==> src/rtl/uart_param_if.sv <==
`default_nettype none
`timescale 1ns/1ps
// ============================================================================
//  Module      : uart_param_if
//  Description : Parallel-side bundle of the parametrised UART. Carries the
//                transmit request/data handshake towards the UART and the
//                receive word, strobe, error flags and busy indications back
//                to on-chip logic.
//  Modports    : master - on-chip logic (drives tx_data/tx_start)
//                slave  - the UART itself
//  Signals     : tx_data      word to transmit
//                tx_start     request to send
//                tx_busy      transmitter active
//                rx_data      last received word
//                rx_valid     one-cycle frame-complete strobe
//                parity_error parity mismatch on last frame
//                frame_error  stop bit sampled low on last frame
//                rx_busy      receiver active
//  Revision    : 1.0 - initial release
// ============================================================================
interface uart_param_if #(
    parameter int DATA_BITS = 8
);
    logic [DATA_BITS-1:0] tx_data;
    logic                 tx_start;
    logic                 tx_busy;
    logic [DATA_BITS-1:0] rx_data;
    logic                 rx_valid;
    logic                 parity_error;
    logic                 frame_error;
    logic                 rx_busy;

    modport master (
        output tx_data,
        output tx_start,
        input  tx_busy,
        input  rx_data,
        input  rx_valid,
        input  parity_error,
        input  frame_error,
        input  rx_busy
    );

    modport slave (
        input  tx_data,
        input  tx_start,
        output tx_busy,
        output rx_data,
        output rx_valid,
        output parity_error,
        output frame_error,
        output rx_busy
    );
endinterface
`default_nettype wire

==> src/rtl/uart_param.sv <==
`default_nettype none
`timescale 1ns/1ps
// ============================================================================
//  Module      : uart_param
//  Description : Parametrised full-duplex UART. Configurable payload width,
//                parity mode, stop-bit count and baud divider. The receiver
//                uses a 2-flop synchroniser, mid-bit sampling, start-bit
//                glitch rejection and separate parity/framing error flags.
//  Parameters  : CLKS_PER_BIT (>=4), DATA_BITS (5..9),
//                PARITY_MODE (0 none, 1 even, 2 odd), STOP_BITS (1 or 2)
//  Ports       : clk      system clock, rising edge
//                reset    asynchronous active-high reset
//                bus      uart_param_if.slave parallel-side bundle
//                tx       serial output, idle high
//                rx       serial input, asynchronous to clk
//                loopback (only with UART_LOOPBACK_EN) routes the internal
//                         TX bit into the receiver and holds the tx pin high
//  Macro       : UART_LOOPBACK_EN - adds the loopback input port
//  Revision    : 1.0 - initial release
// ============================================================================
module uart_param #(
    parameter int CLKS_PER_BIT = 16,
    parameter int DATA_BITS    = 8,
    parameter int PARITY_MODE  = 1,
    parameter int STOP_BITS    = 1
) (
    input  wire          clk,
    input  wire          reset,
    uart_param_if.slave  bus,
    output logic         tx,
    input  wire          rx
`ifdef UART_LOOPBACK_EN
    ,
    input  wire          loopback
`endif
);

    localparam int                  c_CNT_W     = $clog2(CLKS_PER_BIT);
    localparam logic [c_CNT_W-1:0]  c_CNT_LAST  = c_CNT_W'(CLKS_PER_BIT - 1);
    localparam logic [c_CNT_W-1:0]  c_CNT_HALF  = c_CNT_W'(CLKS_PER_BIT / 2 - 1);
    localparam logic [3:0]          c_DATA_LAST = 4'(DATA_BITS - 1);
    localparam logic [3:0]          c_STOP_LAST = 4'(STOP_BITS - 1);
    localparam bit                  c_HAS_PAR   = (PARITY_MODE != 0);
    localparam logic                c_PAR_INV   = (PARITY_MODE == 2);

    typedef enum logic [2:0] {
        TX_IDLE   = 3'd0,
        TX_START  = 3'd1,
        TX_DATA   = 3'd2,
        TX_PARITY = 3'd3,
        TX_STOP   = 3'd4
    } tx_state_t;

    typedef enum logic [2:0] {
        RX_IDLE   = 3'd0,
        RX_START  = 3'd1,
        RX_DATA   = 3'd2,
        RX_PARITY = 3'd3,
        RX_STOP   = 3'd4
    } rx_state_t;

    // ------------------------------------------------------------------
    // Transmitter
    // ------------------------------------------------------------------
    tx_state_t              r_tx_state, w_tx_state_nxt;
    logic [c_CNT_W-1:0]     r_tx_cnt, w_tx_cnt_nxt;
    logic [3:0]             r_tx_bit_idx, w_tx_bit_idx_nxt;
    logic [DATA_BITS-1:0]   r_tx_shift, w_tx_shift_nxt;
    logic                   r_tx_par, w_tx_par_nxt;
    logic                   r_tx_line, w_tx_line_nxt;
    logic                   w_tx_bit_end;

    always_ff @(posedge clk or posedge reset) begin
        if (reset) begin
            r_tx_state   <= TX_IDLE;
            r_tx_cnt     <= '0;
            r_tx_bit_idx <= '0;
            r_tx_shift   <= '0;
            r_tx_par     <= 1'b0;
            r_tx_line    <= 1'b1;
        end else begin
            r_tx_state   <= w_tx_state_nxt;
            r_tx_cnt     <= w_tx_cnt_nxt;
            r_tx_bit_idx <= w_tx_bit_idx_nxt;
            r_tx_shift   <= w_tx_shift_nxt;
            r_tx_par     <= w_tx_par_nxt;
            r_tx_line    <= w_tx_line_nxt;
        end
    end

    always_comb begin
        w_tx_state_nxt   = r_tx_state;
        w_tx_cnt_nxt     = r_tx_cnt;
        w_tx_bit_idx_nxt = r_tx_bit_idx;
        w_tx_shift_nxt   = r_tx_shift;
        w_tx_par_nxt     = r_tx_par;
        w_tx_line_nxt    = 1'b1;
        w_tx_bit_end     = (r_tx_cnt == c_CNT_LAST);

        // The bit-period counter free-runs outside IDLE and wraps at the end
        // of every bit, so it is already zero when the FSM returns to IDLE.
        if (r_tx_state != TX_IDLE) begin
            w_tx_cnt_nxt = w_tx_bit_end ? '0 : r_tx_cnt + 1'b1;
        end

        unique case (r_tx_state)
            TX_IDLE: begin
                if (bus.tx_start) begin
                    w_tx_state_nxt   = TX_START;
                    w_tx_shift_nxt   = bus.tx_data;
                    w_tx_par_nxt     = (^bus.tx_data) ^ c_PAR_INV;
                    w_tx_cnt_nxt     = '0;
                    w_tx_bit_idx_nxt = '0;
                end
            end
            TX_START: begin
                if (w_tx_bit_end) begin
                    w_tx_state_nxt = TX_DATA;
                end
            end
            TX_DATA: begin
                if (w_tx_bit_end) begin
                    w_tx_shift_nxt = r_tx_shift >> 1;
                    if (r_tx_bit_idx == c_DATA_LAST) begin
                        w_tx_bit_idx_nxt = '0;
                        w_tx_state_nxt   = c_HAS_PAR ? TX_PARITY : TX_STOP;
                    end else begin
                        w_tx_bit_idx_nxt = r_tx_bit_idx + 1'b1;
                    end
                end
            end
            TX_PARITY: begin
                if (w_tx_bit_end) begin
                    w_tx_state_nxt = TX_STOP;
                end
            end
            TX_STOP: begin
                if (w_tx_bit_end) begin
                    if (r_tx_bit_idx == c_STOP_LAST) begin
                        w_tx_bit_idx_nxt = '0;
                        w_tx_state_nxt   = TX_IDLE;
                    end else begin
                        w_tx_bit_idx_nxt = r_tx_bit_idx + 1'b1;
                    end
                end
            end
            default: begin
                w_tx_state_nxt = TX_IDLE;
            end
        endcase

        // The line level is registered alongside the state it belongs to,
        // so tx is glitch-free and changes on the same edge as the state.
        unique case (w_tx_state_nxt)
            TX_START:  w_tx_line_nxt = 1'b0;
            TX_DATA:   w_tx_line_nxt = w_tx_shift_nxt[0];
            TX_PARITY: w_tx_line_nxt = w_tx_par_nxt;
            default:   w_tx_line_nxt = 1'b1;
        endcase
    end

    assign bus.tx_busy = (r_tx_state != TX_IDLE);

    // ------------------------------------------------------------------
    // Receiver input selection and synchroniser
    // ------------------------------------------------------------------
    logic w_rx_pin;

`ifdef UART_LOOPBACK_EN
    assign w_rx_pin = loopback ? r_tx_line : rx;
    assign tx       = r_tx_line | loopback;
`else
    assign w_rx_pin = rx;
    assign tx       = r_tx_line;
`endif

    logic r_rx_meta, r_rx_sync, r_rx_prev;

    // Reset to the idle (high) level so release of reset is never seen as
    // a start-bit edge.
    always_ff @(posedge clk or posedge reset) begin
        if (reset) begin
            r_rx_meta <= 1'b1;
            r_rx_sync <= 1'b1;
            r_rx_prev <= 1'b1;
        end else begin
            r_rx_meta <= w_rx_pin;
            r_rx_sync <= r_rx_meta;
            r_rx_prev <= r_rx_sync;
        end
    end

    // ------------------------------------------------------------------
    // Receiver FSM
    // ------------------------------------------------------------------
    rx_state_t              r_rx_state, w_rx_state_nxt;
    logic [c_CNT_W-1:0]     r_rx_cnt, w_rx_cnt_nxt;
    logic [3:0]             r_rx_bit_idx, w_rx_bit_idx_nxt;
    logic [DATA_BITS-1:0]   r_rx_shift, w_rx_shift_nxt;
    logic                   r_rx_par_bad, w_rx_par_bad_nxt;
    logic                   r_rx_stop_bad, w_rx_stop_bad_nxt;
    logic [DATA_BITS-1:0]   r_rx_data, w_rx_data_nxt;
    logic                   r_rx_valid, w_rx_valid_nxt;
    logic                   r_parity_error, w_parity_error_nxt;
    logic                   r_frame_error, w_frame_error_nxt;
    logic                   w_rx_bit_end;

    always_ff @(posedge clk or posedge reset) begin
        if (reset) begin
            r_rx_state     <= RX_IDLE;
            r_rx_cnt       <= '0;
            r_rx_bit_idx   <= '0;
            r_rx_shift     <= '0;
            r_rx_par_bad   <= 1'b0;
            r_rx_stop_bad  <= 1'b0;
            r_rx_data      <= '0;
            r_rx_valid     <= 1'b0;
            r_parity_error <= 1'b0;
            r_frame_error  <= 1'b0;
        end else begin
            r_rx_state     <= w_rx_state_nxt;
            r_rx_cnt       <= w_rx_cnt_nxt;
            r_rx_bit_idx   <= w_rx_bit_idx_nxt;
            r_rx_shift     <= w_rx_shift_nxt;
            r_rx_par_bad   <= w_rx_par_bad_nxt;
            r_rx_stop_bad  <= w_rx_stop_bad_nxt;
            r_rx_data      <= w_rx_data_nxt;
            r_rx_valid     <= w_rx_valid_nxt;
            r_parity_error <= w_parity_error_nxt;
            r_frame_error  <= w_frame_error_nxt;
        end
    end

    always_comb begin
        w_rx_state_nxt     = r_rx_state;
        w_rx_cnt_nxt       = r_rx_cnt;
        w_rx_bit_idx_nxt   = r_rx_bit_idx;
        w_rx_shift_nxt     = r_rx_shift;
        w_rx_par_bad_nxt   = r_rx_par_bad;
        w_rx_stop_bad_nxt  = r_rx_stop_bad;
        w_rx_data_nxt      = r_rx_data;
        w_rx_valid_nxt     = 1'b0;
        w_parity_error_nxt = r_parity_error;
        w_frame_error_nxt  = r_frame_error;
        w_rx_bit_end       = (r_rx_cnt == c_CNT_LAST);

        unique case (r_rx_state)
            RX_IDLE: begin
                if (r_rx_prev && !r_rx_sync) begin
                    w_rx_state_nxt = RX_START;
                    w_rx_cnt_nxt   = '0;
                end
            end
            RX_START: begin
                // Half a bit after the falling edge we are at the start-bit
                // centre; a high level here means the edge was a glitch.
                if (r_rx_cnt == c_CNT_HALF) begin
                    w_rx_cnt_nxt = '0;
                    if (r_rx_sync) begin
                        w_rx_state_nxt = RX_IDLE;
                    end else begin
                        w_rx_state_nxt    = RX_DATA;
                        w_rx_bit_idx_nxt  = '0;
                        w_rx_par_bad_nxt  = 1'b0;
                        w_rx_stop_bad_nxt = 1'b0;
                    end
                end else begin
                    w_rx_cnt_nxt = r_rx_cnt + 1'b1;
                end
            end
            RX_DATA: begin
                if (w_rx_bit_end) begin
                    w_rx_cnt_nxt   = '0;
                    // LSB arrives first, so shift in from the top.
                    w_rx_shift_nxt = {r_rx_sync, r_rx_shift[DATA_BITS-1:1]};
                    if (r_rx_bit_idx == c_DATA_LAST) begin
                        w_rx_bit_idx_nxt = '0;
                        w_rx_state_nxt   = c_HAS_PAR ? RX_PARITY : RX_STOP;
                    end else begin
                        w_rx_bit_idx_nxt = r_rx_bit_idx + 1'b1;
                    end
                end else begin
                    w_rx_cnt_nxt = r_rx_cnt + 1'b1;
                end
            end
            RX_PARITY: begin
                if (w_rx_bit_end) begin
                    w_rx_cnt_nxt     = '0;
                    w_rx_par_bad_nxt = r_rx_sync ^ (^r_rx_shift) ^ c_PAR_INV;
                    w_rx_state_nxt   = RX_STOP;
                end else begin
                    w_rx_cnt_nxt = r_rx_cnt + 1'b1;
                end
            end
            RX_STOP: begin
                if (w_rx_bit_end) begin
                    w_rx_cnt_nxt = '0;
                    if (r_rx_bit_idx == c_STOP_LAST) begin
                        // Complete at the last stop-bit centre so a start
                        // bit that follows immediately is still caught.
                        w_rx_bit_idx_nxt   = '0;
                        w_rx_state_nxt     = RX_IDLE;
                        w_rx_data_nxt      = r_rx_shift;
                        w_rx_valid_nxt     = 1'b1;
                        w_parity_error_nxt = r_rx_par_bad;
                        w_frame_error_nxt  = r_rx_stop_bad | ~r_rx_sync;
                    end else begin
                        w_rx_bit_idx_nxt  = r_rx_bit_idx + 1'b1;
                        w_rx_stop_bad_nxt = r_rx_stop_bad | ~r_rx_sync;
                    end
                end else begin
                    w_rx_cnt_nxt = r_rx_cnt + 1'b1;
                end
            end
            default: begin
                w_rx_state_nxt = RX_IDLE;
            end
        endcase
    end

    assign bus.rx_data     = r_rx_data;
    assign bus.rx_valid    = r_rx_valid;
    assign bus.frame_error = r_frame_error;
    assign bus.rx_busy     = (r_rx_state != RX_IDLE);

    generate
        if (c_HAS_PAR) begin : g_parity_flag
            assign bus.parity_error = r_parity_error;
        end else begin : g_no_parity_flag
            assign bus.parity_error = 1'b0;
        end
    endgenerate

endmodule
`default_nettype wire
==> src/flat_wrapper.sv <==
// flat-port wrapper written by rule: the top's interface ports become plain ports
module uart_param_flat 
#(
    parameter int CLKS_PER_BIT = 16,
    parameter int DATA_BITS    = 8,
    parameter int PARITY_MODE  = 1,
    parameter int STOP_BITS    = 1
)
  (clk, reset, tx, rx, bus_tx_data, bus_tx_start, bus_tx_busy, bus_rx_data, bus_rx_valid, bus_parity_error, bus_frame_error, bus_rx_busy);
  uart_param_if #(.DATA_BITS(DATA_BITS)) bus_i ();
  input  wire clk;
  input  wire reset;
  output logic tx;
  input  wire rx;
  input wire logic [$bits(bus_i.tx_data)-1:0] bus_tx_data;
  input wire logic [$bits(bus_i.tx_start)-1:0] bus_tx_start;
  output wire logic [$bits(bus_i.tx_busy)-1:0] bus_tx_busy;
  output wire logic [$bits(bus_i.rx_data)-1:0] bus_rx_data;
  output wire logic [$bits(bus_i.rx_valid)-1:0] bus_rx_valid;
  output wire logic [$bits(bus_i.parity_error)-1:0] bus_parity_error;
  output wire logic [$bits(bus_i.frame_error)-1:0] bus_frame_error;
  output wire logic [$bits(bus_i.rx_busy)-1:0] bus_rx_busy;
  assign bus_i.tx_data = bus_tx_data;
  assign bus_i.tx_start = bus_tx_start;
  assign bus_tx_busy = bus_i.tx_busy;
  assign bus_rx_data = bus_i.rx_data;
  assign bus_rx_valid = bus_i.rx_valid;
  assign bus_parity_error = bus_i.parity_error;
  assign bus_frame_error = bus_i.frame_error;
  assign bus_rx_busy = bus_i.rx_busy;
  uart_param #(.CLKS_PER_BIT(CLKS_PER_BIT), .DATA_BITS(DATA_BITS), .PARITY_MODE(PARITY_MODE), .STOP_BITS(STOP_BITS)) u_core (.clk(clk), .reset(reset), .bus(bus_i), .tx(tx), .rx(rx));
endmodule
==> config.mk <==
export PLATFORM = sky130hd
export DESIGN_NAME = uart_param_flat
export DESIGN_NICKNAME = d
export VERILOG_FILES = /design/src/rtl/uart_param_if.sv /design/src/rtl/uart_param.sv /design/src/flat_wrapper.sv
export SDC_FILE = /design/constraint.sdc
export NUM_CORES = 1
export LEC_CHECK = 0
export CORE_UTILIZATION = 50
export DETAILED_ROUTE_END_ITERATION = 6
export GPL_TIMING_DRIVEN = 0
export PLACE_DENSITY = 0.82
export SYNTH_ARGS = -nofsm -noshare
export SYNTH_HDL_FRONTEND = slang
export SYNTH_SLANG_ARGS = --single-unit
==> constraint.sdc <==
create_clock -name clk -period 4.2 [get_ports clk]
set_input_delay 0.42 -clock clk [delete_from_list [all_inputs] [get_ports clk]]
set_output_delay 0.42 -clock clk [all_outputs]
set_load 0.005 [all_outputs]
Word level (Yosys, flattened, before mapping) --
Index checks and enable logic that the tools add are counted.
Word-level totals: register bits 56, bits in latches 0, bits in writable memories 0, ROM bits 0, bits of input ports 12, memories kept 0
Operators by class: add/sub/neg operators 4, multipliers 0, div/mod/pow operators 0, order comparisons 0, eq/ne operators 28, shifts and indexed selects 0, multiplexer cells 54, bitwise logic cells 3, reduce and logical (&&, ||, !) cells 26
Operators with widths (count):
- $mux W4 | 18
- $mux W3 | 14
- $pmux W4 S3 | 3
- $pmux W3 S5 | 2
- $eq A3 B2 Y1 const B | 6
- $ne A2 B1 Y1 const B | 9
- $add A4 B1 Y4 const B | 4
- $mux W8 | 2
- $pmux W8 S2 | 1
- $reduce_xor A8 Y1 | 2
- $reduce_bool A3 Y1 | 5
- $eq A4 B3 Y1 const B | 3
- $mux W1 | 10
- $reduce_and A5 Y1 | 2
- $eq A3 B1 Y1 const B | 3
- $eq A4 B4 Y1 const B | 2
- $logic_not A4 Y1 | 2
- $reduce_and A4 Y1 | 2
- $reduce_and A7 Y1 | 1
- $eq A3 B3 Y1 const B | 2
- $logic_not A3 Y1 | 2
- $ne A2 B2 Y1 const B | 3
- $reduce_and A3 Y1 | 2
- $reduce_bool A2 Y1 | 3
- other kinds (10) | 12

Longest topological paths before layout --
word-level depth 6, mapped depth 8, mapped depth without buffers 7

Worst setup path before layout --
OpenSTA, ideal clock, no wires.
path type register to register, start point register u_core.r_rx_bit_idx[0] (netlist name), end point register u_core.r_rx_par_bad, data arrival time 1.922 ns, data required time 4.133 ns, path slack 2.211 ns, stages on the path, launching flop included 9, buffers on the path 1, period minus slack after synthesis 1.989 ns, cell sequence dfrtp_1 -> inv_1 -> ha_1 -> or3b_1 -> buf_2 -> a222oi_1 -> o311ai_1 -> nor2_1 -> a32o_1
RTL lines:
- end signal, assigned | line uart_param.sv:225 | r_rx_par_bad <= w_rx_par_bad_nxt;
- end, declared | line uart_param.sv:200 | logic r_rx_par_bad, w_rx_par_bad_nxt;

Worst setup path in the final report --
start point register u_core.r_tx_state[2], end point output port bus_tx_busy
On the way: cells in the longest elaborated chain, start to end 1
RTL lines:
- start, declared | line uart_param.sv:65 | tx_state_t r_tx_state, w_tx_state_nxt;
- start signal, assigned | line uart_param.sv:82 | r_tx_state <= w_tx_state_nxt;
- $reduce_bool A3 Y1 | line uart_param.sv:162 | assign bus.tx_busy = (r_tx_state != TX_IDLE);
- end, declared | line flat_wrapper.sv:17 | output wire logic [$bits(bus_i.tx_busy)-1:0] bus_tx_busy;
Every way passes these cells.

==> implementation parameters <==
Parameter                              Value

Run status
  Status ... complete, no violations

Timing
  Worst Tran Pin Value ... 818 ps
  Post-Route Skew ... 8.12 ps
  Total negative setup slack ... 0 ps
  RSZ-0062 raised after global routing ... no
  Final setup violating endpoints ... 0
  Max Clock Freq ... 398 MHz
  Worst setup margin ... 1690 ps
  Fin. Hold Viols ... 0
  Worst max-slew margin expressed relative to the limit ... 45.1%
  Max Transition Viols Final ... 0
  Final hold slack ... 361 ps
  Post-layout minimum cycle time ... 2510 ps
  Final period util ... 59.8%

Finish
  Highest-count cells in the layout ignoring fill and taps ... sky130_fd_sc_hd__dfrtp_1 (52), sky130_fd_sc_hd__nand2_1 (26), sky130_fd_sc_hd__clkdlybuf4s50_1 (25)
  Fill count ... 476
  Count of placed standard cells in the final layout, fillers left out ... 377
  Post-route core utilization ... 60.0%
  Antenna cells ... 0
  Area growth, synth to finish ... 15.8%
  Most frequent standard cell in the layout excluding fill and tap cells ... sky130_fd_sc_hd__dfrtp_1
  Fraction of final layout cells with drive strength greater than 1 ... 12.8%
  Layout Nets ... 322
  Final instance area ... 0.00328 mm²

Critical path
  R2R setup slack ... 1910 ps
  Startpoint of the worst-slack reg-to-reg timing path ... u_core.r_rx_bit_idx[0]
  Depth of the worst register-to-register path ... 8
  List of cells traversed by the critical path ... buf_4 -> nor3_1 -> inv_1 -> clkdlybuf4s50_1
  Max stage delay cell, worst path ... sky130_fd_sc_hd__clkdlybuf4s50_1
  Max FO, Critical Path ... 10
  Biggest cell delay along the critical path ... 490 ps
  Capture point of the worst reg-to-reg path ... u_core.r_rx_par_bad
  Required time of the critical path ... 3780 ps
  Class of the most critical setup path ... reg -> out
  CP Capture Type ... primary output
  Worst EP arrival ... 2090 ps
  Critical path launch point type ... flip-flop

Synth
  Synth async-reset ratio ... 100%
  Instance count of the mapped netlist ... 271
  Biggest area contributors in the synthesized netlist ... sky130_fd_sc_hd__dfrtp_1 (46%), sky130_fd_sc_hd__mux2_2 (7.2%), sky130_fd_sc_hd__xnor2_1 (5.6%)
  Dominant register cell in the synthesized netlist ... sky130_fd_sc_hd__dfrtp_1
  Distinct cell type count of the synthesized netlist ... 49
  Count of yosys warnings during synthesis ... 0
  Synth Net Count ... 289
  Count of flip-flops with a built-in enable after synthesis ... 0
  Biggest area consumer among synthesized cells ... sky130_fd_sc_hd__dfrtp_1
  Proportion of netlist area held by the largest area contributor ... 45.9%
  Number of synthesized register bits ... 56
  Mean instance size in the synthesized netlist ... 10.5 µm²
  Netlist area before placement ... 0.00283 mm²
  Share of synthesized area occupied by flip-flops and latches ... 49.6%

Drt
  Number of DRC markers in iteration 0 ... 146
  Total vias in the final route ... 2,105
  Number of vias per cell after detailed routing ... 5.58
  Average detailed-routed wire length per instance ... 12.7 µm
  Count of unresolved DRC violations after routing ... 0
  Residual antenna-violating net count after detailed routing ... 0
  Detailed-router iteration count before antenna repair ... 4
  Post-detailed-routing wire length ... 4810 µm

Worst hold path
  Worst hold path startpoint ... u_core.r_rx_meta
  Min-delay worst type ... reg -> reg
  Depth of the worst hold-timing path ... 0
  Endpoint with the worst hold slack ... u_core.r_rx_sync

Pwr
  Total power consumption of the routed design ... 1.72 mW
  Power density of the placed cells ... 522 mW/mm²
  Cell leakage power ... 1.41 nW
  Worst vdd ir ... 0.000312 V

Floorplanning
  Die W ... 77.3 µm
  Number of top-level design ports ... 26
  Initial standard-cell utilization of the core ... 51.8%
  Die Footprint ... 0.00597 mm²
  Std cell rows ... 27
  Die span in y ... 77.3 µm
  Core outline area ... 0.00547 mm²

Clocking
  Reg clk slew, reported paths ... 100 ps
  Number of hold buffers added after cts ... 0
  Buffer cell driving the clock tree root ... sky130_fd_sc_hd__clkbuf_8
  Buffers inserted during post-CTS setup optimization ... 0
  Number of H-tree branching levels ... 2
  Clock buffers created by TritonCTS ... 5
  Clock buffer depth ... 2
  TritonCTS clock tree ... done
  Clk_lat worst skew ... 310 ps
  Clock sink total ... 56
  Total of cells resized after clock tree synthesis ... 0

Global route
  Global route total overflow ... 0
  Vias in the first global route ... 1,928
  Total global routing track utilization ... 17.9%
  Global-route wire length before repair ... 8500 µm
  Number of antenna violations at the first check in global routing ... 0
  Pin count of the biggest net entering global routing ... 35

Placed design
  Final RePlAce weighted congestion ... 0.866
  Count of buffers from port buffering ... 25
  Post-placement cell area ... 0.00319 mm²
  Worst setup timing slack at the placement stage ... 1810 ps
  Cell count after placement ... 369
  Detailed-placement wirelength estimate ... 3440 µm

Flow run
  Max Cap Viol ... 0
where the power goes:
| group | switching, mW | internal (mW) |
|---|---|---|
| registers | 0.0964 | 0.678 |
| logic | 0.357 | 0.291 |
| clock network | 0.174 | 0.119 |
| total | 0.627 | 1.09 |
layout make-up:
| type | instances | area, µm² | area share (%) |
|---|---|---|---|
| Buffer | 11 | 56.3 | 1.71 |
| Clock buffer | 6 | 72.6 | 2.21 |
| Clock inverter | 2 | 16.3 | 0.495 |
| Inverter | 12 | 45.0 | 1.37 |
| Multi-Input combinational cell | 192 | 1330 | 40.4 |
| Sequential cell | 56 | 1410 | 42.8 |
| Tap cell | 72 | 90.1 | 2.74 |
| Timing Repair Buffer | 26 | 270 | 8.23 |
critical path, delay by kind of cell (launching register included):
family / cells / cell delay [ps]
buf+inv: 3 / 880
simple gates: 1 / 460
flops: 1 / 440
synth_stat cells, drive strengths merged, types with 4 or more instances:
cell type,count
dfrtp,52
nand2,26
mux2,18
nor2,18
xnor2,18
o21ai,14
inv,12
a21oi,11
a22oi,7
nand3,7
nor3,7
clkbuf,6
ha,6
a21o,5
buf,5
dfstp,4
nand2b,4
nand3b,4
nand4,4
nor3b,4
worst max path at each step:
stage / startpoint / to
after CTS: u_core.r_tx_state[2] / bus_tx_busy
after global placement: reset / u_core.bus.rx_data[2]
after detailed placement: bus_tx_start / u_core.tx
after global routing: u_core.r_tx_state[2] / bus_tx_busy
after floorplan: u_core.r_rx_bit_idx[0] / u_core.r_rx_par_bad
final: u_core.r_tx_state[2] / bus_tx_busy
logic make-up after synthesis:
logic type      synth area share, %
compound gates                 15.1
mux                            7.51
flops                          49.6
xor+xnor                       5.56
buf+inv                        3.58
simple gates                   16.0
fa+ha+maj                      2.65
state kept, by name, summed over array words and instances (netlist names), 3 cells and up:
| name | cells |
|---|---|
| u_core.r_rx_state | 3 |
| u_core.bus.rx_data | 8 |
| u_core.r_rx_shift | 8 |
| u_core.r_rx_cnt | 4 |
| u_core.r_tx_bit_idx | 4 |
| u_core.r_tx_shift | 8 |
| u_core.r_tx_state | 3 |
| u_core.r_rx_bit_idx | 4 |
| u_core.r_tx_cnt | 4 |
per-layer routing:
| metal | part of all wire [%] | GRT usage, % | wire length, µm |
|---|---|---|---|
| met1 | 47 | 23.8 | 2250 |
| met2 | 48 | 28.4 | 2310 |
| met5 | 0 | 0 | 0 |
| met3 | 3.6 | 3.81 | 171 |
| met4 | 1.6 | 7.17 | 76 |
Power figures use the tool's default switching activity.
